## src/rtl/pll_reset_sequencer.sv

```systemverilog
// pll_reset_sequencer
//   Brings the system out of reset once the PLL clock is trustworthy.
//   The asynchronous PLL lock flag is double-flopped into this clock domain.
//   After lock has been stable long enough, the sequencer releases the
//   peripheral reset first, then the core reset a fixed number of cycles later.
//   Losing lock after the peripherals are released re-asserts both resets and
//   bumps a saturating event counter. A soft reset from RUN re-runs only the
//   core reset window.
//   CNT_W must satisfy 2**CNT_W > max(LOCK_STABLE, CORE_DELAY). Under that
//   constraint the terminal compare is always reached before cnt could wrap.
module pll_reset_sequencer #(
  parameter int LOCK_STABLE = 1024,
  parameter int CORE_DELAY  = 16,
  parameter int CNT_W       = 16
) (
  input  logic       clock,
  input  logic       rst_n,
  input  logic       pll_locked,
  input  logic       soft_reset,
  output logic       periph_rst,
  output logic       core_rst,
  output logic       ready,
  output logic [7:0] lock_loss_count,
  output logic [2:0] state
);

  typedef enum logic [1:0] {
    S_WAIT_LOCK = 2'd0,
    S_STABLE    = 2'd1,
    S_PERIPH    = 2'd2,
    S_RUN       = 2'd3
  } state_t;

  localparam logic [CNT_W-1:0] CNT_ZERO    = {CNT_W{1'b0}};
  localparam logic [CNT_W-1:0] CNT_ONE     = CNT_W'(1);
  localparam logic [CNT_W-1:0] STABLE_LAST = CNT_W'(LOCK_STABLE - 1);
  localparam logic [CNT_W-1:0] CORE_LAST   = CNT_W'(CORE_DELAY - 1);

  // Two-stage lock synchroniser; locked_s is the stage-two output.
  logic [1:0]       sync_q;
  logic             locked_s;

  state_t           state_q, state_d;
  logic [CNT_W-1:0] cnt_q, cnt_d;

  logic             periph_rst_q, periph_rst_d;
  logic             core_rst_q, core_rst_d;
  logic             ready_q, ready_d;
  logic [7:0]       loss_cnt_q, loss_cnt_d;
  logic             lock_loss_s;

  assign locked_s = sync_q[1];

  // Lock is only a "loss" once the peripherals have been released.
  assign lock_loss_s = !locked_s && ((state_q == S_PERIPH) || (state_q == S_RUN));

  // Double-flop the asynchronous PLL lock into the clock domain.
  always_ff @(posedge clock) begin
    if (!rst_n) begin
      sync_q <= 2'b00;
    end else begin
      sync_q <= {sync_q[0], pll_locked};
    end
  end

  // State and shared delay counter registers.
  always_ff @(posedge clock) begin
    if (!rst_n) begin
      state_q <= S_WAIT_LOCK;
      cnt_q   <= CNT_ZERO;
    end else begin
      state_q <= state_d;
      cnt_q   <= cnt_d;
    end
  end

  // Next-state logic; lock loss outranks soft_reset, which outranks the counter.
  always_comb begin
    state_d = state_q;
    cnt_d   = cnt_q;
    case (state_q)
      S_WAIT_LOCK: begin
        if (locked_s) begin
          state_d = S_STABLE;
          cnt_d   = CNT_ZERO;
        end else begin
          state_d = S_WAIT_LOCK;
          cnt_d   = CNT_ZERO;
        end
      end
      S_STABLE: begin
        if (!locked_s) begin
          // Lock glitch before release simply restarts the stability wait.
          state_d = S_WAIT_LOCK;
          cnt_d   = CNT_ZERO;
        end else if (cnt_q == STABLE_LAST) begin
          state_d = S_PERIPH;
          cnt_d   = CNT_ZERO;
        end else begin
          state_d = S_STABLE;
          cnt_d   = cnt_q + CNT_ONE;
        end
      end
      S_PERIPH: begin
        if (!locked_s) begin
          state_d = S_WAIT_LOCK;
          cnt_d   = CNT_ZERO;
        end else if (cnt_q == CORE_LAST) begin
          state_d = S_RUN;
          cnt_d   = CNT_ZERO;
        end else begin
          state_d = S_PERIPH;
          cnt_d   = cnt_q + CNT_ONE;
        end
      end
      S_RUN: begin
        if (!locked_s) begin
          state_d = S_WAIT_LOCK;
          cnt_d   = CNT_ZERO;
        end else if (soft_reset) begin
          // Re-run only the core reset window; peripherals stay released.
          state_d = S_PERIPH;
          cnt_d   = CNT_ZERO;
        end else begin
          state_d = S_RUN;
          cnt_d   = cnt_q;
        end
      end
      default: begin
        state_d = S_WAIT_LOCK;
        cnt_d   = CNT_ZERO;
      end
    endcase
  end

  // Output decode from the next state so outputs move with the transition.
  always_comb begin
    periph_rst_d = 1'b1;
    core_rst_d   = 1'b1;
    ready_d      = 1'b0;
    case (state_d)
      S_WAIT_LOCK, S_STABLE: begin
        periph_rst_d = 1'b1;
        core_rst_d   = 1'b1;
        ready_d      = 1'b0;
      end
      S_PERIPH: begin
        periph_rst_d = 1'b0;
        core_rst_d   = 1'b1;
        ready_d      = 1'b0;
      end
      S_RUN: begin
        periph_rst_d = 1'b0;
        core_rst_d   = 1'b0;
        ready_d      = 1'b1;
      end
      default: begin
        periph_rst_d = 1'b1;
        core_rst_d   = 1'b1;
        ready_d      = 1'b0;
      end
    endcase
    if (lock_loss_s && (loss_cnt_q != 8'hFF)) begin
      loss_cnt_d = loss_cnt_q + 8'd1;
    end else begin
      loss_cnt_d = loss_cnt_q;
    end
  end

  // Output registers.
  always_ff @(posedge clock) begin
    if (!rst_n) begin
      periph_rst_q <= 1'b1;
      core_rst_q   <= 1'b1;
      ready_q      <= 1'b0;
      loss_cnt_q   <= 8'd0;
    end else begin
      periph_rst_q <= periph_rst_d;
      core_rst_q   <= core_rst_d;
      ready_q      <= ready_d;
      loss_cnt_q   <= loss_cnt_d;
    end
  end

  assign periph_rst      = periph_rst_q;
  assign core_rst        = core_rst_q;
  assign ready           = ready_q;
  assign lock_loss_count = loss_cnt_q;
  assign state           = {1'b0, state_q};

endmodule

```

## config.mk

```make
export PLATFORM = sky130hd
export DESIGN_NAME = pll_reset_sequencer
export DESIGN_NICKNAME = d
export VERILOG_FILES = /design/src/rtl/pll_reset_sequencer.sv
export SDC_FILE = /design/constraint.sdc
export NUM_CORES = 1
export LEC_CHECK = 0
export BUFFER_PORTS_ARGS = -buffer_cell sky130_fd_sc_hd__buf_2
export CORE_MARGIN = 2
export CORE_UTILIZATION = 40
export CTS_BUF_LIST = sky130_fd_sc_hd__clkbuf_4 sky130_fd_sc_hd__clkbuf_8 sky130_fd_sc_hd__clkbuf_16
export CTS_CLUSTER_SIZE = 14
export DETAILED_ROUTE_END_ITERATION = 8
export PLACE_DENSITY = 0.68
export SYNTH_ARGS = -nofsm -noshare
export SYNTH_HDL_FRONTEND = slang
export SYNTH_SLANG_ARGS = --single-unit
```

## constraint.sdc

```tcl
create_clock -name clock -period 2.1 [get_ports clock]
set_input_delay 0 -clock clock [delete_from_list [all_inputs] [get_ports clock]]
set_output_delay 0 -clock clock [all_outputs]
set_load 0.01 [all_outputs]
```

==> impl_metrics.yaml <==
placement:
  place_congestion: 0.856
  portBuffers: 16
  dp_cells: 240
  dpl.hpwl_um: 2270
sta:
  setup_viol: 0
  timing.hold.ws_ns: 0.108
  finalClockSkew_ns: 0.00487
  fin_crit_sh_pct: 92.9
  period_minus_slack_ns: 1.95
  setup_tns_ns: 0
  maxSlewHeadroom_pct: 62.8
  hold_viol_final: 0
  final_max_slew_viol_count: 0
  timing.fmax_mhz: 513
  rsz0062_at_grt: "false"
  worst_slew_pin_slew_ns: 0.558
min_path:
  hp-class: "in -> reg"
synthesis:
  syn_area_um2: 1590
  synth_nets: 187
  synth_top_area_share_pct: 39.1
  synth_ff_type: "dfxtp_1"
  synth_top_area_cell: "dfxtp_1"
  synth_common_cells: "dfxtp_1, nor2_1, nand2_1, and2_1, xor2_1"
  yosysSeqAreaShare_pct: 39.1
  synth_cell_types: 42
  synth.top_cells.by_area: "dfxtp_1, xor2_1, ha_1"
  synth_area_per_cell_um2: 8.96
  synthArstFlopShare_pct: 0
  synth_edf_count: 0
  synth.most_common_cell: "dfxtp_1"
  syn_inst: 177
  synth_seq_cells: 31
  yosys_warnings: 0
final_layout:
  fillers: 387
  final_cells: 248
  area_growth_syn_to_layout_pct: 15.6
  num-nets-final: 210
  drive_gt1_share_pct: 17.0
  diodes: 0
clock_network:
  cts_tree: "done"
  cts.sinks: 31
  path_clk_slew_ns: 0.07
  clk_latency_ns: 0.28
  cts_buffer_depth: 2
  numCtsBuffers: 5
  htreeDepth: 2
  clockRootBuffer: "clkbuf_8"
global_routing:
  antenna_found_initial: 0
  grt_pass1_wl_um: 5460
  grt_max_degree: 20
  grt_pass1_vias: 1255
  groute.usage.overall_pct: 16.2
  overflow: 0
power:
  ir_drop_uv: 447
  power_mw: 1.08
  p_leak_nw: 0.719
  power_density_nw_per_um2: 591
route:
  post_drt_via_cell_ratio: 5.29
  routed_wl_um: 3130
  wl_met1_um: 1580
  routed.top_layer: "met4"
  postRouteAntennaNets: 0
  wl_per_cell_um: 12.6
  dr.pass1.iters: 4
  wl_met2_um: 1400
  drc: 0
  num_vias: 1312
  drtIter0Drc: 82
  met3_length_um: 117
worst_setup_path:
  path_max_fanout: 8
  worst_setup_path_end_kind: "flip-flop"
  reg2reg_slack_ns: 0.15
  arrival_ns: 2.11
  cpPeakStageDelay_ns: 0.59
  crit_type: "reg -> reg"
  worstPathRequired_ns: 2.26
  cp_slowest_cell: "or4_1"
  path_cells: "or4_1 -> nor4_4 -> o22ai_1 -> a21oi_4 -> nor2_1"
  start_kind: "flip-flop"
die:
  start_util_pct: 42.3
  ioPinCount: 18
  num_rows: 22
  die_w_um: 67.0
  coreArea_um2: 3740
  dieArea_um2: 4480
  die_h_um: 67.0
status:
  status: "finished clean"
run:
  drv_cap: 0
-- worst max-delay path, delay by kind of cell, from the launching register on --
family	cells	cell delay, ns
AOI/OAI and AO/OA	2	0.49
DFF	1	0.37
and+or+nand+nor	3	0.96
-- per-stage QoR --
stage	utilization, %	setup slack, ns	instance area (um2)
6_report	49.0	0.149	1830
5_1_grt	49.0	0.00906	1830
4_1_cts	48.8	0.145	1830
3_5_place_dp	46.2	0.149	1730
3_3_place_gp	46.2	0.199	1730
2_1_floorplan	-	0.271	1590
-- logic make-up after synthesis --
family          share of synthesized area, %
other cells                            0.237
xor+xnor                                9.39
buf+inv                                 2.60
mux                                    0.631
fa+ha+maj                               4.74
simple gates                            31.7
flops                                   39.1
compound gates                          11.6
-- worst paths after layout --
path	startpoint	endpoint	cells past startpoint
min reg2reg	sync_q[0]$_SDFF_PN0_	sync_q[1]$_SDFF_PN0_	1
max	cnt_q[4]$_SDFFE_PN0P_	cnt_q[3]$_SDFFE_PN0P_	5
min	rst_n	cnt_q[0]$_SDFFE_PN0P_	2
max reg2reg	cnt_q[4]$_SDFFE_PN0P_	cnt_q[3]$_SDFFE_PN0P_	5
-- layout by cell type (no fill, tap or decap), drive strengths merged, types with 2 or more instances in the layout --
cell type / n
inv: 6
nor2b: 4
a22o: 2
xnor2: 7
buf: 19
nor3: 8
nor2: 16
nor4: 5
xor2: 10
or3: 2
a311oi: 2
o22ai: 2
ha: 6
and2: 10
nand3: 8
clkbuf: 6
a311o: 2
and3: 3
or4: 3
a22oi: 3
nand2: 15
nand4: 8
a21boi: 5
o21ai: 3
dfxtp: 31
-- per-layer routing --
layer  vias up  track usage (%)
met2        30             26.9
met4         0             6.12
met3         4             3.55
met1       607             20.2
met5         -                0
li1        671                -
-- state kept, by name, summed over array words and instances (netlist names) --
signal,flops
ready,1
cnt_q,16
sync_q,2
lock_loss_count,8
periph_rst,1
state_q,2
core_rst,1
-- area by class of cell --
cell class,count,area (um2),area share (%)
Multi-Input combinational cell,136,928,50.6
Sequential cell,31,622,33.9
Timing Repair Buffer,20,113,6.14
Clock buffer,6,82.6,4.51
Tap cell,48,60.1,3.28
Inverter,6,22.5,1.23
Clock inverter,1,5.00,0.273
-- power by group --
part	internal [mW]	switching (mW)	total (mW)
registers	0.590	0.00271	0.593
clock network	0.257	0.214	0.471
logic	0.00899	0.0111	0.0201
-- what timing repair did --
item | in CTS | in global routing
hold buffers | 1 | 0
gates resized for setup | 0 | 2
endpoints found under the hold margin | 1 | 0
buffers inserted | 0 | 0
endpoints found under the setup margin | 0 | 7
Power figures use the tool's default switching activity.
